--- config.mk ---
export PLATFORM = sky130hd
export DESIGN_NAME = jk_cmd_seq
export DESIGN_NICKNAME = d
export VERILOG_FILES = /design/src/rtl/jk_seq_pkg.sv /design/src/rtl/jk_cmd_fifo.sv /design/src/rtl/jk_cmd_seq.sv
export SDC_FILE = /design/constraint.sdc
export NUM_CORES = 1
export LEC_CHECK = 0
export BUFFER_PORTS_ARGS = -buffer_cell sky130_fd_sc_hd__buf_2
export CAP_MARGIN = 0
export CORE_ASPECT_RATIO = 1.25
export CORE_UTILIZATION = 37
export CTS_CLUSTER_DIAMETER = 80
export CTS_CLUSTER_SIZE = 40
export DETAILED_ROUTE_END_ITERATION = 6
export HOLD_SLACK_MARGIN = 0.03
export PLACE_DENSITY = 0.61
export SYNTH_ARGS = -nofsm -noshare
export SYNTH_HDL_FRONTEND = slang
export SYNTH_SLANG_ARGS = --single-unit
--- constraint.sdc ---
create_clock -name clk -period 4.62 [get_ports clk]
set_input_delay 0.462 -clock clk [delete_from_list [all_inputs] [get_ports clk]]
set_output_delay 0.462 -clock clk [all_outputs]
set_load 0.05 [all_outputs]
--- src/rtl/jk_seq_pkg.sv ---
// Shared definitions for the JK command sequencer: op encodings, FSM states,
// and the JK next-state rule used to predict the downstream flip-flop.
package jk_seq_pkg;

  localparam int unsigned OP_W = 2;

  // {j,k} encodings, identical to the downstream flip-flop inputs
  localparam logic [OP_W-1:0] OP_HOLD = 2'b00;
  localparam logic [OP_W-1:0] OP_CLR  = 2'b01;
  localparam logic [OP_W-1:0] OP_SET  = 2'b10;
  localparam logic [OP_W-1:0] OP_TGL  = 2'b11;

  typedef enum logic {
    ST_IDLE  = 1'b0,
    ST_ISSUE = 1'b1
  } state_t;

  // Next q of a JK flip-flop given current q and inputs
  function automatic logic jk_next_q(input logic q, input logic j, input logic k);
    logic nq;
    nq = q;
    case ({j, k})
      OP_HOLD: nq = q;
      OP_CLR:  nq = 1'b0;
      OP_SET:  nq = 1'b1;
      OP_TGL:  nq = ~q;
      default: nq = q;
    endcase
    return nq;
  endfunction

endpackage

--- src/rtl/jk_cmd_fifo.sv ---
// Synchronous FIFO for queued JK commands; pointers carry one extra wrap bit
// to tell full from empty. Push is refused when full, even with a same-cycle pop.
module jk_cmd_fifo #(
  parameter int unsigned DEPTH = 4,
  parameter int unsigned WIDTH = 6
) (
  input  logic             clk,
  input  logic             rst,
  input  logic             push,
  input  logic             pop,
  input  logic [WIDTH-1:0] wdata,
  output logic [WIDTH-1:0] rdata,
  output logic             full,
  output logic             empty
);

  localparam int unsigned AW = (DEPTH > 1) ? $clog2(DEPTH) : 1;

  logic [WIDTH-1:0] mem [DEPTH];
  logic [AW:0]      wr_ptr;
  logic [AW:0]      rd_ptr;
  logic             do_push;
  logic             do_pop;

  assign empty   = (wr_ptr == rd_ptr);
  assign full    = (wr_ptr[AW] != rd_ptr[AW]) && (wr_ptr[AW-1:0] == rd_ptr[AW-1:0]);
  assign do_push = push && !full;
  assign do_pop  = pop && !empty;
  assign rdata   = mem[rd_ptr[AW-1:0]];

  // Pointer update; reset flushes the queue
  always_ff @(posedge clk) begin
    if (rst) begin
      wr_ptr <= '0;
      rd_ptr <= '0;
    end else begin
      if (do_push) wr_ptr <= wr_ptr + (AW+1)'(1);
      if (do_pop)  rd_ptr <= rd_ptr + (AW+1)'(1);
    end
  end

  // Storage write
  always_ff @(posedge clk) begin
    if (do_push && !rst) mem[wr_ptr[AW-1:0]] <= wdata;
  end

endmodule

--- src/rtl/jk_cmd_seq.sv ---
// JK command sequencer: queues {op,cnt} commands and drives registered j/k to
// the downstream JK flip-flop for cnt consecutive cycles each, back to back.
// q_pred shadows the flip-flop's q. Optional macro JKSEQ_CHECK_EN adds q_fb
// input and a sticky mismatch flag comparing q_fb with q_pred.
module jk_cmd_seq
  import jk_seq_pkg::*;
#(
  parameter int unsigned DEPTH = 4,
  parameter int unsigned CNT_W = 4
) (
  input  logic             clk,
  input  logic             rst,
  input  logic             cmd_valid,
  output logic             cmd_ready,
  input  logic [OP_W-1:0]  cmd_op,
  input  logic [CNT_W-1:0] cmd_cnt,
  output logic             j,
  output logic             k,
  output logic             done,
  output logic             busy,
  output logic             q_pred
`ifdef JKSEQ_CHECK_EN
  ,
  input  logic             q_fb,
  output logic             mismatch
`endif
);

  localparam int unsigned ENT_W = OP_W + CNT_W;

  state_t           state;
  state_t           state_n;
  logic [CNT_W-1:0] rem;
  logic [CNT_W-1:0] rem_n;
  logic             j_n;
  logic             k_n;
  logic             done_n;
  logic             load;
  logic             push;
  logic             pop;
  logic             full;
  logic             empty;
  logic [ENT_W-1:0] wdata;
  logic [ENT_W-1:0] rdata;
  logic [OP_W-1:0]  head_op;
  logic [CNT_W-1:0] head_cnt;

  assign cmd_ready           = !full;
  assign push                = cmd_valid && cmd_ready;
  assign wdata               = {cmd_op, cmd_cnt};
  assign {head_op, head_cnt} = rdata;
  assign busy                = (state != ST_IDLE) || !empty;

  jk_cmd_fifo #(
    .DEPTH (DEPTH),
    .WIDTH (ENT_W)
  ) u_fifo (
    .clk   (clk),
    .rst   (rst),
    .push  (push),
    .pop   (pop),
    .wdata (wdata),
    .rdata (rdata),
    .full  (full),
    .empty (empty)
  );

  // State, remaining count and registered outputs
  always_ff @(posedge clk) begin
    if (rst) begin
      state <= ST_IDLE;
      rem   <= '0;
      j     <= 1'b0;
      k     <= 1'b0;
      done  <= 1'b0;
    end else begin
      state <= state_n;
      rem   <= rem_n;
      j     <= j_n;
      k     <= k_n;
      done  <= done_n;
    end
  end

  // Next state: keep issuing while rem != 0, otherwise load the FIFO head
  always_comb begin
    state_n = state;
    rem_n   = rem;
    j_n     = 1'b0;
    k_n     = 1'b0;
    done_n  = 1'b0;
    load    = 1'b0;
    pop     = 1'b0;

    case (state)
      ST_ISSUE: begin
        if (rem != '0) begin
          rem_n  = rem - CNT_W'(1);
          j_n    = j;
          k_n    = k;
          done_n = (rem == CNT_W'(1));
        end else begin
          load = 1'b1;
        end
      end
      default: load = 1'b1;
    endcase

    if (load) begin
      if (empty) begin
        state_n = ST_IDLE;
      end else begin
        pop = 1'b1;
        if (head_cnt == '0) begin
          // zero-count command retires immediately without issue cycles
          state_n = ST_IDLE;
          done_n  = 1'b1;
        end else begin
          state_n    = ST_ISSUE;
          {j_n, k_n} = head_op;
          rem_n      = head_cnt - CNT_W'(1);
          done_n     = (head_cnt == CNT_W'(1));
        end
      end
    end
  end

  // Shadow of the downstream flip-flop, advanced with the j/k it sees
  always_ff @(posedge clk) begin
    if (rst) q_pred <= 1'b0;
    else     q_pred <= jk_next_q(q_pred, j, k);
  end

`ifdef JKSEQ_CHECK_EN
  // Sticky flag for any divergence between real and predicted q
  always_ff @(posedge clk) begin
    if (rst)                  mismatch <= 1'b0;
    else if (q_fb != q_pred)  mismatch <= 1'b1;
  end
`endif

endmodule

# Word level (Yosys, flattened, before mapping)
# Memory sizes are Yosys's and may differ from the RTL's. A register that Yosys moved wholly into a read port is not among the register bits.
# Cells that the tools add are included.
# word_totals
ramBits	24
register_bits	15
in_bits	9
word_cells	65
n_memories	1
# mem_list
name	words	word_bits	rd	rd_ports_with_merged_regs	wr	line_no	source
u_fifo.mem	4	6	1	1	1	jk_cmd_fifo.sv:19	logic [WIDTH-1:0] mem [DEPTH];
# op_classes
n_eq_ne	8
mux	31
addsub	4
bitwise	1
n_reduce_logical	12
# op_table
op	count
1-bit 2-to-1 mux	23
4-bit 2-to-1 mux	5
4-bit by 1-bit == test with 1-bit output, second input constant	2
4-bit by 1-bit subtractor with 4-bit output, second input constant	2
3-bit by 1-bit adder with 3-bit output, second input constant	2
1-bit logical AND	5
2-bit == test, second input constant	2
4-bit zero test	1
2-bit 2-to-1 mux	2
4-bit nonzero test	1
3-bit == test	1
1-bit zero test	3
1-bit one-hot mux with 3 select lines	1
2-bit by 1-bit == test with 1-bit output, second input constant	1
2-bit == test	1
2-bit zero test	1
1-bit logical OR	1
1-bit inequality test	1
1-bit inverter	1

# Longest topological paths before layout
# Gate-level depths: netlist of run 1.
# logic_depth
ltp_word	8
depth_mapped	9
ltp_nobuf	8

# Modules after synthesis
# A second synthesis of run 1 with hierarchy kept.
# hier_totals
hier_cells	173
hier_area_um2	2001.9
# modules_own_cells
mod	n_inst	cells_per_inst	area_per_inst_um2	seq_area_each_um2
jk_cmd_fifo	1	103	1442.6	880.8
jk_cmd_seq	1	70	559.3	180.2

# Worst setup path after synthesis of run 1
# OpenSTA, ideal clock, no wires.
# synth_timing
path_type	register to register
startpoint	reg (tool-made name)
endpoint	reg rem[1]
n_path_buf	1
slack_ns	2.281
setup_ns	0.058
stages_incl_launch_ff	10
arrival_ns	2.281
path_cell_list	dfxtp_1 buf_6 mux4_1 inv_1 ha_1 nand2_1 a2111oi_4 nor4_4 a221oi_2 o21a_1
# synth_rtl
element	line_no	source
end signal, assigned	jk_cmd_seq.sv:78	rem <= rem_n;
end, declared	jk_cmd_seq.sv:33	logic [CNT_W-1:0] rem;

==> results.ini, run 1 <==
[setup_path]
cp_max_fo = 8
critPathKind = reg2reg
cp_data_arrival_time_ps = 3020
required_ps = 4860
cp-end-kind = register
startpoint_type = register

[final_layout]
nets = 177
fillCellCount = 434
diodes = 0
synthToLayoutAreaGrowth_pct = 11.8
drive_gt1_share_pct = 19.4

[die]
die_y_um = 82.3
start_util_pct = 39.5
die_w_um = 66.2
ios = 15
design.core.area_sq_um = 4830
rows = 28
die_area_sq_um = 5450

[yosys]
synth_nets = 160
ys_top_cells_by_count = edfxtp_1, dfxtp_1, nor2_1
ys_types = 36
syn-cell-area_sq_um = 1910
synth_edf_count = 24
syn-instance-count = 142
yosysSeqAreaShare_pct = 55.6
yosysMostFrequentCell = edfxtp_1
yosys_warnings = 0
synth_seq_cells = 41
synth_area_leaders = edfxtp_1, dfxtp_1, ha_1
synthFlopType = edfxtp_1
yosysTopAreaCell = edfxtp_1
synth_top_area_share_pct = 37.8
synth_area_per_cell_sq_um = 13.4
ys_async_sr_fraction_pct = 0

[cts]
clock-root-buffer = clkbuf_8
postCtsSetupBuffers = 0
path_clk_slew_ps = 80
cts_resized = 0
clockBufferDepth = 2
tritoncts = done
cts_hold_buffers = 0
clk_latency_ps = 290
htreeDepth = 2
cts.sinks = 41
cts_buffers = 5

[route]
drcViolationCount = 0
routed_wl_mm = 3.20
drt_iter0_drc = 47
drtPass1Iterations = 4
routed_via_density = 5.15
vias = 1132
post_drt_wl_per_cell_um = 14.5
final_antenna_net_count = 0

[global_route]
grtUsageTotal_pct = 13.5
grt_pass1_vias = 1137
grt_pass1_wl_mm = 5.35
overflow = 0
antenna_found_initial = 0
grt_max_degree = 18

[timing]
drv_slew = 0
timing.final.crit_share_pct = 60.3
finalSetupViolCount = 0
fmax_ghz = 0.359
relSlewSlack_pct = 65.8
fin_crit_ps = 2790
hold_viol = 0
setup_tns_ps = 0
rsz0062_at_grt = no
fin_skew_ps = 8.26
holdWs_ps = 382
tightest_slew_ps = 512

[pwr]
leakage_uw = 0.000773
power.density_nw_per_um2 = 585
ir_drop_v = 0.000370

[run]
drv_cap = 0

[outcome]
outcome = finished, final reports clean

[place]
io_buffers = 14
gp_congestion = 0.823
dp_hpwl_mm = 2.38

[hold_path]
min_path_type = in2reg

==> area by class of cell <==
| type | count | area [sq um] | area share, % |
|---|---|---|---|
| clock buffers | 5 | 68.8 | 3.23 |
| clock inverters | 3 | 41.3 | 1.94 |
| inverters | 9 | 33.8 | 1.58 |
| multi-input cells | 88 | 783 | 36.7 |
| flip-flops and latches | 41 | 1060 | 49.7 |
| well taps | 60 | 75.1 | 3.52 |
| repair buffers | 14 | 70.1 | 3.28 |
==> state kept, by name (all words and copies together) (netlist names), named ones only <==
name / flops
j: 1
rem: 4
q_pred: 1
u_fifo.rd_ptr: 3
done: 1
u_fifo.wr_ptr: 3
u_fifo.mem: 24
k: 1
state: 1
==> cells in the final DEF, fill, tap and decap left out, types with 5 or more instances in the layout <==
master    netlist  layout
nand2_1         7       7
ha_1            9       9
xnor2_1         6       6
nor2_1         10      10
buf_2           0      14
dfxtp_1        17      17
clkbuf_8        0       5
edfxtp_1       24      24
inv_1           9       9
==> worst max-delay path: stages, from the launching register on <==
cell	delay (ps)
dfxtp_1	610
mux4_1	700
inv_1	100
ha_1	240
nand2_1	120
a2111oi_4	440
nor4_4	120
a221oi_2	250
o21a_1	150
==> path summary, 6_finish.rpt <==
check             start               end  slack [ps]  cells after the start
max            register            rem[1]        1830                      8
max reg2reg    register            rem[1]        1830                      8
min reg2reg      rem[1]            rem[1]         470                      1
min          cmd_cnt[1]  u_fifo.mem[3][1]         380                      1
==> metrics by stage <==
stage	power (uW)	instances	setup slack, ps	cell area [sq um]	utilization (%)
3_3_place_gp	962	212	1980	2020	41.8
6_report	1250	220	1830	2130	44.1
3_5_place_dp	977	212	1860	2020	41.8
2_1_floorplan	890	142	2280	1910	-
4_1_cts	1260	220	1820	2130	44.1
5_1_grt	1330	220	1610	2130	44.1
==> where the power goes <==
part	internal, uW	total (uW)	switching (uW)	leakage [uW]
clock network	159	281	122	0.0000518
logic	194	461	267	0.000364
registers	440	504	64.9	0.000358
total	793	1250	454	0.000773
==> routing by layer <==
metal | part of all wire (%) | global-route usage, %
met1 | 43 | 15.3
met4 | 1.6 | 5.11
met5 | 0 | 0
met2 | 52 | 23.8
met3 | 3.2 | 3.98
==> kinds of logic after synthesis <==
group	after synthesis	share of synthesized area (%)
muxes	9	10.2
xor gates and xnor gates	10	4.59
buffers and inverters	13	3.34
DFF	41	55.6
adders and majority gates	9	5.90
and+or+nand+nor	39	11.7
AOI/OAI and AO/OA	21	8.59
(Power assumes the default switching activity.)
==> run 2: changes to the inputs <==
clock period = 2.8 ns   (was 4.62 ns; I/O delays follow)
==> run 2 against run 1 <==
Global-route usage shrank 0.084 points; total power grew 59%; maximum frequency grew 9.5%; count of clock-buffer cells in the layout grew 3; worst setup slack lost 1600 ps; sequential share of layout area grew 0.26 points; register-to-register slack lost 1600 ps; largest cell class unchanged; highest routed layer unchanged.
==> results.ini, run 2 (synthesis gave the netlist of run 1 again) <==
[timing]
hold_viol = 0  ; unchanged
rsz0062_at_grt = no
fin_skew_ps = 12.1  ; +3.85 ps
fmax_ghz = 0.393  ; +9.5%
finalSetupViolCount = 0  ; unchanged
fin_crit_ps = 2540  ; -242 ps
relSlewSlack_pct = 72.7  ; +6.9 points
tightest_slew_ps = 406  ; -105 ps
timing.final.crit_share_pct = 90.9  ; +31 points
drv_slew = 0  ; unchanged
setup_tns_ps = 0  ; unchanged

[pwr]
cell_internal_pwr_uw = 1250  ; +57%
ir_drop_v = 0.000440  ; +19%
power.density_nw_per_um2 = 934  ; +60%
swShare_pct = 37.1  ; +0.69 points
power_frac_comb_pct = 40.5  ; +3.5 points
leakage_uw = 0.000775  ; +0.21%
p_sw_uw = 735  ; +62%
finalPower_uw = 1980  ; +59%
p_clk_share_pct = 18.8  ; -3.8 points
seq_power_share_pct = 40.6  ; about the same

[global_route]
grt_max_degree = 18  ; unchanged
grt_pass1_vias = 1081  ; -4.9%
overflow = 0  ; unchanged
grt_pass1_wl_mm = 5.19  ; -3.1%
antenna_found_initial = 0  ; unchanged
grtUsageTotal_pct = 13.4  ; -0.084 points

[outcome]
outcome = finished, final reports clean

[route]
post_drt_wl_per_cell_um = 14.3  ; -1.5%
drt_iter0_drc = 45  ; -4.3%
routed_via_density = 5.04  ; -2.0%
vias = 1119  ; -1.1%
drcViolationCount = 0  ; unchanged
drtPass1Iterations = 4  ; unchanged
final_antenna_net_count = 0  ; unchanged
routed_wl_mm = 3.18  ; -0.56%

[die]
die_area_sq_um = 5450  ; unchanged
die_y_um = 82.3  ; unchanged
die_w_um = 66.2  ; unchanged
start_util_pct = 39.5  ; unchanged
rows = 28  ; unchanged
ios = 15  ; unchanged
design.core.area_sq_um = 4830  ; unchanged

[place]
io_buffers = 14  ; unchanged
placed_cells = 214  ; +0.94%
dp_hpwl_mm = 2.33  ; -2.2%
gp_congestion = 0.821  ; -0.32%

[cts]
cts.sinks = 41  ; unchanged
path_clk_slew_ps = 80  ; about the same
htreeDepth = 2  ; unchanged
clockBufferDepth = 2  ; unchanged
clk_latency_ps = 290  ; about the same
cts_resized = 0  ; unchanged
clock-root-buffer = clkbuf_8
tritoncts = done
cts_hold_buffers = 0  ; unchanged
cts_buffers = 5  ; unchanged
postCtsSetupBuffers = 0  ; unchanged

[setup_path]
critical-path-max-stage-delay_ps = 660  ; -40 ps
startpoint_type = register
cp_data_arrival_time_ps = 2780  ; -240 ps
cp-end-kind = register
path_cells = mux4_1, inv_1, ha_1, nand2_1, a2111oi_4, nor4_4, a221oi_2, o21a_1
slowest_stage = mux4_1
required_ps = 3030  ; -1830 ps
crit_buf_inv = 1  ; unchanged
cp_max_fo = 6  ; -2
path_delay_family = compound AO/OA/AOI/OAI gates
critPathKind = reg2reg

[final_layout]
nets = 179  ; +1.1%
drive_gt1_share_pct = 19.8  ; +0.38 points
largest_reg_flops = 24  ; unchanged
final_common_cell = edfxtp_1
final_cells = 222  ; +0.91%
synthToLayoutAreaGrowth_pct = 11.2
fillCellCount = 454  ; +4.6%
layout_common_cells = edfxtp_1, dfxtp_1, buf_2
diodes = 0  ; unchanged

[run]
drv_cap = 0  ; unchanged

[hold_path]
min_path_type = in2reg

[run 2: power groups by stage]
stage	Clock, uW	Combinational [uW]	Sequential, uW
detailed placement	0	806	819
global placement	0	795	815
finish	373	803	805
CTS	380	811	807
global route	405	884	818
floorplan	0	620	849
[run 2: area by class of cell]
type / instances / area (sq um) / area share (%)
Sequential cell: 41 / 1060 / 50.0
Multi-Input combinational cell: 88 / 783 / 36.9
Timing Repair Buffer: 16 / 85.1 / 4.01
Clock buffer: 8 / 83.8 / 3.95
Tap cell: 60 / 75.1 / 3.54
Inverter: 9 / 33.8 / 1.59
[run 2: per-stage QoR]
stage	hold slack (ps)	worst slack, ps	instance area, sq um	util, %
floorplan	379	461	1910	-
global placement	444	379	2040	42.2
detailed placement	452	294	2040	42.2
CTS	194	256	2120	43.9
global route	202	67.2	2120	43.9
finish	201	256	2120	43.9
[run 2: metal layers]
layer  track usage (%)  part of all wire (%)
met5                 0                     0
met4              5.11                   1.4
met3              4.26                   4.6
met2              24.7                    54
met1              14.1                    40
[run 2: worst paths after layout]
kind	from	end	slack, ps	cells after the start
hold / removal	cmd_cnt[3]	u_fifo.mem[1][3]	200	1
hold reg to reg	q_pred	q_pred	470	1
setup / recovery	register	rem[1]	260	8
setup reg to reg	register	rem[1]	260	8
